$ cat src/rtl/rem_pkg.sv
// Shared definitions for the word serializer and its downstream mod-3 remainder FSM.
package rem_pkg;

  typedef enum logic [1:0] {
    ST_IDLE  = 2'd0,
    ST_CLR   = 2'd1,
    ST_SHIFT = 2'd2
  } state_e;

  localparam logic [1:0] REM0        = 2'b00;
  localparam logic [1:0] REM1        = 2'b01;
  localparam logic [1:0] REM2        = 2'b10;
  localparam logic [1:0] REM_ILLEGAL = 2'b11;

endpackage

$ cat src/rtl/piso_shift_reg.sv
// Parallel-in serial-out shift register; MSB presented first, zeros shifted in at the LSB.
module piso_shift_reg #(
  parameter int WIDTH = 8
) (
  input  logic             clk,
  input  logic             rst_n_i,
  input  logic             load_i,
  input  logic             shift_i,
  input  logic [WIDTH-1:0] data_i,
  output logic             msb_o
);

  logic [WIDTH-1:0] sreg_q, sreg_d;

  always_comb begin
    sreg_d = sreg_q;
    if (load_i) begin
      sreg_d = data_i;
    end else if (shift_i) begin
      sreg_d = {sreg_q[WIDTH-2:0], 1'b0};
    end
  end

  always_ff @(posedge clk or negedge rst_n_i) begin
    if (!rst_n_i) begin
      sreg_q <= '0;
    end else begin
      sreg_q <= sreg_d;
    end
  end

  assign msb_o = sreg_q[WIDTH-1];

endmodule

$ cat src/rtl/word_bit_serializer.sv
// Feeds a word MSB-first into a serial mod-3 remainder FSM and returns word plus remainder.
module word_bit_serializer
  import rem_pkg::*;
#(
  parameter int WIDTH = 8
) (
  input  logic             clk,
  input  logic             reset_n,
  input  logic             in_valid,
  input  logic [WIDTH-1:0] in_data,
  output logic             in_ready,
  output logic             word_clr,
  output logic             bit_out,
  output logic             bit_valid,
  input  logic [1:0]       rem_in,
  output logic             rem_valid,
  output logic [1:0]       rem_out,
  output logic [WIDTH-1:0] word_out,
  output logic             rem_err
);

  localparam int CW = $clog2(WIDTH);
  localparam logic [CW-1:0] CNT_LAST = CW'(WIDTH - 1);

  state_e           state_q, state_d;
  logic [CW-1:0]    cnt_q, cnt_d;
  logic [WIDTH-1:0] word_q;
  logic             in_ready_q, word_clr_q, bit_out_q, bit_valid_q;
  logic             rem_valid_q, rem_err_q;
  logic [1:0]       rem_out_q;
  logic [WIDTH-1:0] word_out_q;
  logic             accept, last_bit, piso_msb, shift_en;

  assign accept   = (state_q == ST_IDLE) && in_valid && in_ready_q;
  assign last_bit = (state_q == ST_SHIFT) && (cnt_q == CNT_LAST);
  // The shifter also advances on the CLR->SHIFT edge so bit_out_q can be registered.
  assign shift_en = (state_d == ST_SHIFT);

  piso_shift_reg #(.WIDTH(WIDTH)) u_piso (
    .clk     (clk),
    .rst_n_i (reset_n),
    .load_i  (accept),
    .shift_i (shift_en),
    .data_i  (in_data),
    .msb_o   (piso_msb)
  );

  always_comb begin
    state_d = state_q;
    cnt_d   = cnt_q;
    case (state_q)
      ST_IDLE: begin
        if (accept) begin
          state_d = ST_CLR;
          cnt_d   = '0;
        end
      end
      ST_CLR:   state_d = ST_SHIFT;
      ST_SHIFT: begin
        if (last_bit) begin
          state_d = ST_IDLE;
        end else begin
          cnt_d = cnt_q + CW'(1);
        end
      end
      default:  state_d = ST_IDLE;
    endcase
  end

  always_ff @(posedge clk or negedge reset_n) begin
    if (!reset_n) begin
      state_q <= ST_IDLE;
      cnt_q   <= '0;
    end else begin
      state_q <= state_d;
      cnt_q   <= cnt_d;
    end
  end

  always_ff @(posedge clk or negedge reset_n) begin
    if (!reset_n) begin
      word_q      <= '0;
      in_ready_q  <= 1'b0;
      word_clr_q  <= 1'b0;
      bit_out_q   <= 1'b0;
      bit_valid_q <= 1'b0;
      rem_valid_q <= 1'b0;
      rem_out_q   <= '0;
      word_out_q  <= '0;
      rem_err_q   <= 1'b0;
    end else begin
      if (accept) begin
        word_q <= in_data;
      end
      in_ready_q  <= (state_d == ST_IDLE);
      word_clr_q  <= (state_d == ST_CLR);
      bit_valid_q <= shift_en;
      bit_out_q   <= shift_en & piso_msb;
      rem_valid_q <= last_bit;
      if (last_bit) begin
        rem_out_q  <= rem_in;
        word_out_q <= word_q;
        rem_err_q  <= (rem_in == REM_ILLEGAL);
      end
    end
  end

  assign in_ready  = in_ready_q;
  assign word_clr  = word_clr_q;
  assign bit_out   = bit_out_q;
  assign bit_valid = bit_valid_q;
  assign rem_valid = rem_valid_q;
  assign rem_out   = rem_out_q;
  assign word_out  = word_out_q;
  assign rem_err   = rem_err_q;

endmodule

$ cat config.mk
export PLATFORM = sky130hd
export DESIGN_NAME = word_bit_serializer
export DESIGN_NICKNAME = d
export VERILOG_FILES = /design/src/rtl/rem_pkg.sv /design/src/rtl/piso_shift_reg.sv /design/src/rtl/word_bit_serializer.sv
export SDC_FILE = /design/constraint.sdc
export NUM_CORES = 1
export LEC_CHECK = 0
export CAP_MARGIN = 20
export CORE_UTILIZATION = 65
export CTS_CLUSTER_DIAMETER = 40
export CTS_CLUSTER_SIZE = 28
export DETAILED_ROUTE_END_ITERATION = 8
export DONT_BUFFER_PORTS = 1
export PLACE_DENSITY = 0.81
export RECOVER_POWER = 50
export SLEW_MARGIN = 20
export SYNTH_ARGS = -nofsm -noshare
export SYNTH_HDL_FRONTEND = slang
export SYNTH_HIERARCHICAL = 1
export SYNTH_SLANG_ARGS = --single-unit
$ cat constraint.sdc
create_clock -name clk -period 3.7 [get_ports clk]
set_input_delay 0.37 -clock clk [delete_from_list [all_inputs] [get_ports clk]]
set_output_delay 0.37 -clock clk [all_outputs]
set_load 0.01 [all_outputs]
==> results of run 1 <==
[logic make-up after synthesis]
family | synth area share (%)
multiplexers | 20.54
buffers and inverters | 3.192
AO/OA/AOI/OAI | 5.073
AND/OR/NAND/NOR | 9.003
adder cells (fa/ha/maj) | 1.636
flip-flops | 60.56
[metrics by stage]
stage               instance area (sq um)  total power (W)  util (%)  hold WS [ps]
finish                               1595         0.001325     72.12         191.5
global route                         1595         0.001417     72.12         166.9
CTS                                  1612         0.001342     72.85         177.1
detailed placement                   1539         0.001153     69.57         75.52
global placement                     1539         0.001118     69.57         75.19
floorplan                            1529         0.001085         -         74.41
[cells in the final DEF, fill, tap and decap left out]
cell           Yosys  final
a21o_1             2      2
a22o_1             2      2
and2_1             1      1
and4bb_2           2      2
buf_4              1      1
clkbuf_1           0      1
clkbuf_4           0      5
clkinv_2           0      1
dfrtp_1           37     37
dlygate4sd3_1      0      1
ha_1               2      2
inv_1              2      2
mux2_2            11     11
mux2_4             8      8
mux2i_1            7      7
nand2_1           10     10
nand2b_1           1      1
nand3b_4           1      1
nor2_1             2      2
nor3b_4            1      1
nor4bb_4           0      1
o21ai_0            2      2
o21ai_1            7      7
[cells in the mapped netlist, types with 2 or more instances]
cell      count  area (sq um)
o21ai_1       7         35.03
a21o_1        2         15.01
nor2_1        2         7.510
buf_6         3         33.78
mux2_2       11         123.9
o21ai_0       2         10.01
ha_1          2         25.02
mux2i_1       7         70.07
a22o_1        2         17.52
inv_1         2         7.510
mux2_4        8         120.1
dfrtp_1      37         925.9
nand2_1      10         37.54
and4bb_2      2         25.02
[cell type report]
cell class / count / area (sq um)
Inverter: 2 / 7.507
Tap cell: 28 / 35.03
Multi-Input combinational cell: 60 / 563.0
Fill cell: 151 / 616.8
Clock buffer: 5 / 37.54
Clock inverter: 1 / 5.005
Timing Repair Buffer: 3 / 21.27
Sequential cell: 37 / 925.9
[registers in the layout, indices dropped and copies added, names as in the netlist]
register and flops:
bit_out 1, bit_valid 1, cnt_q 3, in_ready 1, rem_err 1, rem_out 2, rem_valid 1, state_q 2
u_piso/sreg_q 8, word_clr 1, word_out 8, word_q 8
[per-layer routing]
layer / wire length (microns) / vias to the layer above / track usage [%] / share of wire (%)
li1: - / 370 / - / -
met1: 935 / 398 / 25.21 / 43
met2: 1111 / 18 / 33.11 / 51
met3: 102 / 2 / 6.970 / 4.7
met4: 16 / 0 / 5.556 / 0.74
met5: 0 / - / 0 / 0
[power groups by stage]
stage,clock [W],sequential [W],combinational (W)
after floorplan,0,0.000701,0.000385
after global routing,0.000204,0.000750,0.000463
after global placement,0,0.000726,0.000392
after CTS,0.000184,0.000730,0.000427
after detailed placement,0,0.000739,0.000415
final,0.000177,0.000729,0.000419
[path summary, 6_finish.rpt]
| path | to | cells after the start |
|---|---|---|
| min in group asynchronous | word_clr | 2 |
| max in group clk | u_piso/sreg_q[2] | 6 |
| min reg2reg | bit_out | 1 |
| min | u_piso/sreg_q[2] | 2 |
| max reg2reg | u_piso/sreg_q[2] | 6 |
| max | u_piso/sreg_q[2] | 2 |
==> flow_summary.ini, run 1 <==
[run_status]
status = finished, violations left
failed_checks = capacitance limit, slew limit

[power_and_ir_drop]
p_sw_share_pct = 32.52
power_density_nw_per_um2 = 830.5
total_leakage_power_nw = 0.7896
combPwrFrac_pct = 31.6
irDropWorstVdd_v = 0.0006023
switchingPower_w = 0.0004309
p_int_w = 0.0008939
p_clk_share_pct = 13.3
pwr-share-seq_pct = 55.1

[worst_hold_path]
hp-start = in_data[2]
hp-class = in -> reg

[finish]
area_growth_pct = 4.337
antenna_cells = 0
final_cells = 136
nets = 124
drive_gt1_share_pct = 28.70

[timing]
min_period_ps = 2172
fin_worst_skew_ps = 8.800
final_hold_viol_count = 0
setup_tns_ps = 0
post-route-period-util_pct = 58.69
slew-limit-headroom_pct = -24.01
finalSetupViolCount = 0
setup_ws_ps = 1528
maxSlewViolCount = 38
fmaxAchievable_mhz = 460.5
worst_pin_slew_ps = 1860
rsz0062_at_grt = no

[worst_setup_path]
worst-setup-path-type = in -> async
ff2ff_setup_slack_ps = 1730
cp.arrival_ps = 2240
r2r_start = cnt_q[0]
slowest_delay_ps = 1340
crit_buf_inv = 2
critical_path.top_delay_family = buffers and inverters
cp_max_fo = 37
worst_ep_required_time_ps = 3770
slowest_stage = clkbuf_1
cp-start-kind = input pin
cp-end-kind = asynchronous set/reset pin
cp-startpoint = reset_n
cp_cell_sequence = dlygate4sd3_1 > clkbuf_1

[global_route]
grt_overflow = 0
grt_pass1_vias = 778
grt_pass1_wl_mm = 3.712
track_usage_pct = 20.11
grt_max_degree = 38
antenna_found_initial = 0

[yosys]
synth_nets = 118
syn-instance-count = 103
avgSynthCellArea_sq_um = 14.84
synth-edff-count = 0
synth-seq-area-share_pct = 60.56
yosysWarnings = 6
synth_cell_types = 20
async_reset_ff_share_pct = 100.0
synthFlopType = dfrtp_1
synth_area_sq_um = 1529
ys_ff_latch = 37

[clock_tree]
clk_pin_slew_ps = 90
insertion_delay_ps = 310
cts_made_buffers = 5
cts.htree.levels = 2
cts_sinks = 37
clockBufferDepth = 2
cts_tree = yes
hold_buffers = 2
cts_resized = 0
root_buffer = clkbuf_4
post-cts-setup-buffers = 0

[placement]
gp_congestion = 0.7586
placed_cells = 128
port_buffers = 0
post-place-ws_ps = 1736
dpl.hpwl_mm = 1.474

[drt]
drc_errors = 0
wl_per_cell_microns = 15.93
wirelength_mm = 2.166
via_count = 788
postRouteAntennaNets = 0
drt-initial-drc-count = 9
drt_first_pass_iters = 4
drt-vias-per-instance = 5.794

[floorplan]
die_area_sq_um = 2550
core_sq_um = 2212
start_util_pct = 69.12
die_y_microns = 50.50
rows = 17
die_x_microns = 50.50
io_pins = 29

[run]
drv_cap = 1
Power figures use the tool's default switching activity.
==> run 2, diff against run 1 <==
ABC_AREA = 1   (was default)
CORE_UTILIZATION = 60   (was 65)
PLACE_DENSITY = 0.76   (was 0.81)
clock period = 2.2 ns   (was 3.7 ns; I/O delays follow)
==> run 2 against run 1 <==
The flow now finishes without violations; highest routed layer unchanged; global-route usage is 3.4 points higher; sequential cell count unchanged; critical endpoint is now u_piso/sreg_q[5]; final area increased by 4.0%; hold slack got worse by 190 ps.
==> flow_summary.ini, run 2 <==
[run_status]
status = complete, no violations

[floorplan]
die_y_microns = 52.36
io_pins = 29
core_sq_um = 2297
rows = 17
start_util_pct = 66.23
die_area_sq_um = 2741
die_x_microns = 52.36

[power_and_ir_drop]
power_w = 0.002164
total_leakage_power_nw = 0.8956
irDropWorstVdd_v = 0.0007784
power_density_nw_per_um2 = 1305

[clock_tree]
cts_tree = yes
cts_made_buffers = 5
cts_resized = 0
insertion_delay_ps = 330
cts.htree.levels = 2
cts_sinks = 37
clockBufferDepth = 2
post-cts-setup-buffers = 0
root_buffer = clkbuf_4
clk_pin_slew_ps = 110

[finish]
drive_gt1_share_pct = 9.091
area_growth_pct = 9.046
multi_input_area_sq_um = 509.2
fill_cells = 184
layout_common_cells = nand2_1 (81), dfrtp_1 (37), nand3_1 (17)
antenna_cells = 0
nets = 191
layout_commonest_cell = nand2_1
seqCellArea_sq_um = 925.9

[drt]
drt-vias-per-instance = 5.270
drt-initial-drc-count = 9
wirelength_mm = 2.689
drc_errors = 0
postRouteAntennaNets = 0
via_count = 1075
drt_first_pass_iters = 4
wl_per_cell_microns = 13.18

[yosys]
synth-edff-count = 0
synthTopCellsByCount = nand2_1 (81), dfrtp_1 (37), nand3_1 (17), inv_1 (6)
synthAdderAreaFrac_pct = 1.645
yosysWarnings = 6
avgSynthCellArea_sq_um = 9.221
synth-seq-area-share_pct = 60.86
yosysTopAreaCell = dfrtp_1
synth.top_cell.area_share_pct = 60.86
synth_cell_types = 14
yosysMostFrequentCell = nand2_1
synth_xor_area_share_pct = 0
synth_nets = 180
synth_top_family_by_area = simple AND/OR/NAND/NOR gates
syn-instance-count = 165
synth-simple-area-share_pct = 31.33
synthMuxAreaShare_pct = 0
synthFlopType = dfrtp_1
synth_area_sq_um = 1521
synth-compound-area-share_pct = 0.4934
synth.area.top_cells = dfrtp_1 (61%), nand2_1 (20%), nand3_1 (5.6%), buf_6 (3.0%), ha_1 (1.6%)
async_reset_ff_share_pct = 100.0
ys_ff_latch = 37

[timing]
rsz0062_at_grt = no
final_hold_viol_count = 0
setup_tns_ps = 0
worst_pin_slew_ps = 412.1
fin_worst_skew_ps = 10.72
fmaxAchievable_mhz = 571.7
min_period_ps = 1749
post-route-period-util_pct = 79.51
finalSetupViolCount = 0
maxSlewViolCount = 0
slew-limit-headroom_pct = 72.50

[worst_setup_path]
cp_max_fo = 9
cp-end-kind = register
critical_path.top_delay_family = simple AND/OR/NAND/NOR gates
worst_ep_required_time_ps = 2420
crit_buf_inv = 0
cp.arrival_ps = 1970
cpMostUsedCell = nand2_1
cp_cell_sequence = ha_1 > ha_1 > nor2_1 > nand2_1 > nand2_1 > nor2_8 > nand2_1 > nand3_1
slowest_stage = dfrtp_1
slowest_delay_ps = 410
worst-setup-path-type = reg -> reg
cp-start-kind = register

[placement]
gp_congestion = 0.8010
dpl.hpwl_mm = 1.916
port_buffers = 0

[worst_hold_path]
hp-class = in -> reg

[run]
drv_cap = 0

[global_route]
grt_pass1_vias = 1092
grt_pass1_wl_mm = 4.540
antenna_found_initial = 0
grt_max_degree = 38
grt_overflow = 0
track_usage_pct = 23.48
==> run 2: kinds of logic (layout without fill, tap and decap cells) <==
family | Yosys count | in the layout
buf+inv | 14 | 25
fa+ha+maj | 2 | 2
compound gates | 1 | 1
flops | 37 | 37
simple gates | 111 | 111
==> run 2: per-layer routing <==
metal | vias up | global-route usage, % | wire length, microns | part of all wire [%]
met3 | 5 | 7.246 | 130 | 4.8
li1 | 541 | - | - | -
met5 | - | 0 | 0 | 0
met1 | 505 | 26.87 | 1175 | 44
met4 | 0 | 9.211 | 40 | 1.5
met2 | 24 | 40.51 | 1343 | 50
==> run 2: timing repair <==
action / in CTS / in global routing
hold endpoints to repair: 43 / 1
setup endpoints to repair: 0 / 0
hold buffers: 8 / 1
==> run 2: metrics by stage <==
step	cell area (sq um)	hold WS, ps	std cells	setup slack [ps]	utilization, %
6_report	1659	1.449	204	450.8	72.22
5_1_grt	1659	5.013	204	265.5	72.22
3_3_place_gp	1504	-74.64	188	529.1	65.47
2_1_floorplan	1521	-75.59	165	702.5	-
4_1_cts	1649	0.005190	203	448.8	71.79
3_5_place_dp	1504	-74.91	188	475.9	65.47
==> run 2: final timing paths <==
kind	endpoint	depth (start not counted)	slack, ps	startpoint
worst max-delay path	u_piso/sreg_q[5]	8	450	cnt_q[0]
worst min-delay path	rem_out[1]	2	1	rem_in[1]
worst max register to register	u_piso/sreg_q[5]	8	450	cnt_q[0]
worst min register to register	word_out[4]	2	480	word_q[4]
max in group asynchronous	word_q[6]	2	1690	reset_n
min in group asynchronous	bit_valid	2	320	reset_n
==> run 2: cell type report <==
class,count,area share (%)
repair buffers,9,6.033
flip-flops and latches,37,55.81
inverters,9,2.036
multi-input cells,114,30.69
well taps,28,2.112
clock buffers,7,3.318
==> run 2: where the power goes <==
part           total [W]  internal, W  switching, W
clock network   0.000358     0.000151      0.000207
registers        0.00118     0.000957      0.000227
logic           0.000623     0.000230      0.000393
==> run 3, diff against run 2 <==
ABC_AREA = 0   (was 1)
clock period = 1.61 ns   (was 2.2 ns; I/O delays follow)
==> run 3 against run 2 <==
Clock skew down 6.4 ps; combinational power up 94%; hold slack better by 69 ps; final area up 10%; die area up 0.48%; the run now ends with setup timing left; wire length down 6.0%; highest routed layer unchanged; final cell count down 25%.
==> flow_summary.ini, run 3 (synthesis results as in run 1) <==
[finish]
fin_area_sq_um = 1832
seqCellArea_sq_um = 927.1
antenna_cells = 0
drive_gt1_share_pct = 32.54
fill_cells = 132
layout_commonest_cell = dfrtp_1
layout_common_cells = dfrtp_1 (36), dlygate4sd3_1 (12), mux2_2 (11)
multi_input_area_sq_um = 578.1
nets = 140
area_growth_pct = 19.80
final_cells = 154

[timing]
finalSetupViolCount = 5
slew-limit-headroom_pct = 40.78
rsz0062_at_grt = yes
min_period_ps = 1634
hold-worst-slack_ps = 70.35
post-route-period-util_pct = 101.5
fin_worst_skew_ps = 4.358
maxSlewViolCount = 0
fmaxAchievable_mhz = 612.0
worst_pin_slew_ps = 888.3
final_hold_viol_count = 0
setup_ws_ps = -24.04
setup_tns_ps = -76.33

[floorplan]
die_x_microns = 52.48
start_util_pct = 66.56
die_area_sq_um = 2754
core_sq_um = 2297
rows = 17
io_pins = 29
die_y_microns = 52.48

[global_route]
antenna_found_initial = 0
grt_overflow = 0
track_usage_pct = 22.57
grt_pass1_vias = 918
grt_max_degree = 38
grt_pass1_wl_mm = 4.215

[worst_setup_path]
cp.arrival_ps = 1850
cp-start-kind = register
worst_ep_required_time_ps = 1830
cp-end-kind = register
worst-setup-path-type = reg -> reg
ff2ff_setup_slack_ps = -20
cp_max_fo = 9

[drt]
drt-initial-drc-count = 7
drc_errors = 0
topRoutingLayerUsed = met4
drt-vias-per-instance = 5.636
route.met3.wl_microns = 130
wl_per_cell_microns = 16.42
drt_first_pass_iters = 4
postRouteAntennaNets = 0
wl_met2_mm = 1.241
via_count = 868
wirelength_mm = 2.529
m1WireLength_mm = 1.140

[clock_tree]
insertion_delay_ps = 320
cts_tree = yes
cts_made_buffers = 5
cts_sinks = 37
clockBufferDepth = 2
root_buffer = clkbuf_4
cts.htree.levels = 2
clk_pin_slew_ps = 110

[placement]
placed_cells = 131
placed_area_sq_um = 1602
port_buffers = 0
dpl.hpwl_mm = 1.591
post-place-ws_ps = -53.31
gp_congestion = 0.6757

[run_status]
failed_checks = setup timing
status = finished, violations left

[power_and_ir_drop]
power_density_nw_per_um2 = 1936
irDropWorstVdd_v = 0.001393
total_leakage_power_nw = 0.8846

[run]
drv_cap = 0

[worst_hold_path]
hp-class = in -> reg
-- run 3: per-stage QoR --
stage / total power [W] / util, %
2_1_floorplan: 0.002513 / -
3_3_place_gp: 0.002732 / 69.72
3_5_place_dp: 0.002813 / 69.72
4_1_cts: 0.003528 / 79.52
5_1_grt: 0.003771 / 79.74
6_report: 0.003546 / 79.74
-- run 3: area by class of cell --
cell class	count	area share, %
Sequential cell	37	50.61
Multi-Input combinational cell	60	31.56
Timing Repair Buffer	19	10.86
Clock buffer	7	3.005
Tap cell	28	1.913
Clock inverter	1	1.639
Inverter	2	0.4098
-- run 3: final timing paths --
path | startpoint | endpoint | cells after the start
max | cnt_q[0] | u_piso/sreg_q[7] | 7
min | in_valid | state_q[0] | 1
max reg2reg | cnt_q[0] | u_piso/sreg_q[7] | 7
min reg2reg | word_q[1] | word_q[1] | 1
max in group asynchronous | reset_n | state_q[1] | 2
min in group asynchronous | reset_n | word_clr | 2
-- run 3: critical path, stage by stage (launching register included) --
cell	delay (ps)
dfrtp_1	400
ha_2	200
ha_4	170
nor3b_4	190
a21o_1	150
buf_12	130
mux2i_1	200
o21ai_1	80
-- run 3: report_power, final --
group	internal, W	switching [W]
sequential	0.00134	0.000337
combinational	0.000748	0.000466
clock	0.000371	0.000286
total	0.00246	0.00109
-- run 3: what timing repair did --
item | in CTS | in global routing
setup buffers | 0 | 2
pin swaps | 0 | 2
gates resized for setup | 0 | 2
hold buffers | 13 | 0
setup endpoints to repair | 7 | 8
endpoints found under the hold margin | 56 | 0
-- run 3: routing by layer --
| metal | up-vias | global-route usage (%) |
|---|---|---|
| met3 | 2 | 7.536 |
| met5 | - | 0 |
| li1 | 404 | - |
| met2 | 23 | 37.34 |
| met1 | 439 | 26.21 |
| met4 | 0 | 10.53 |
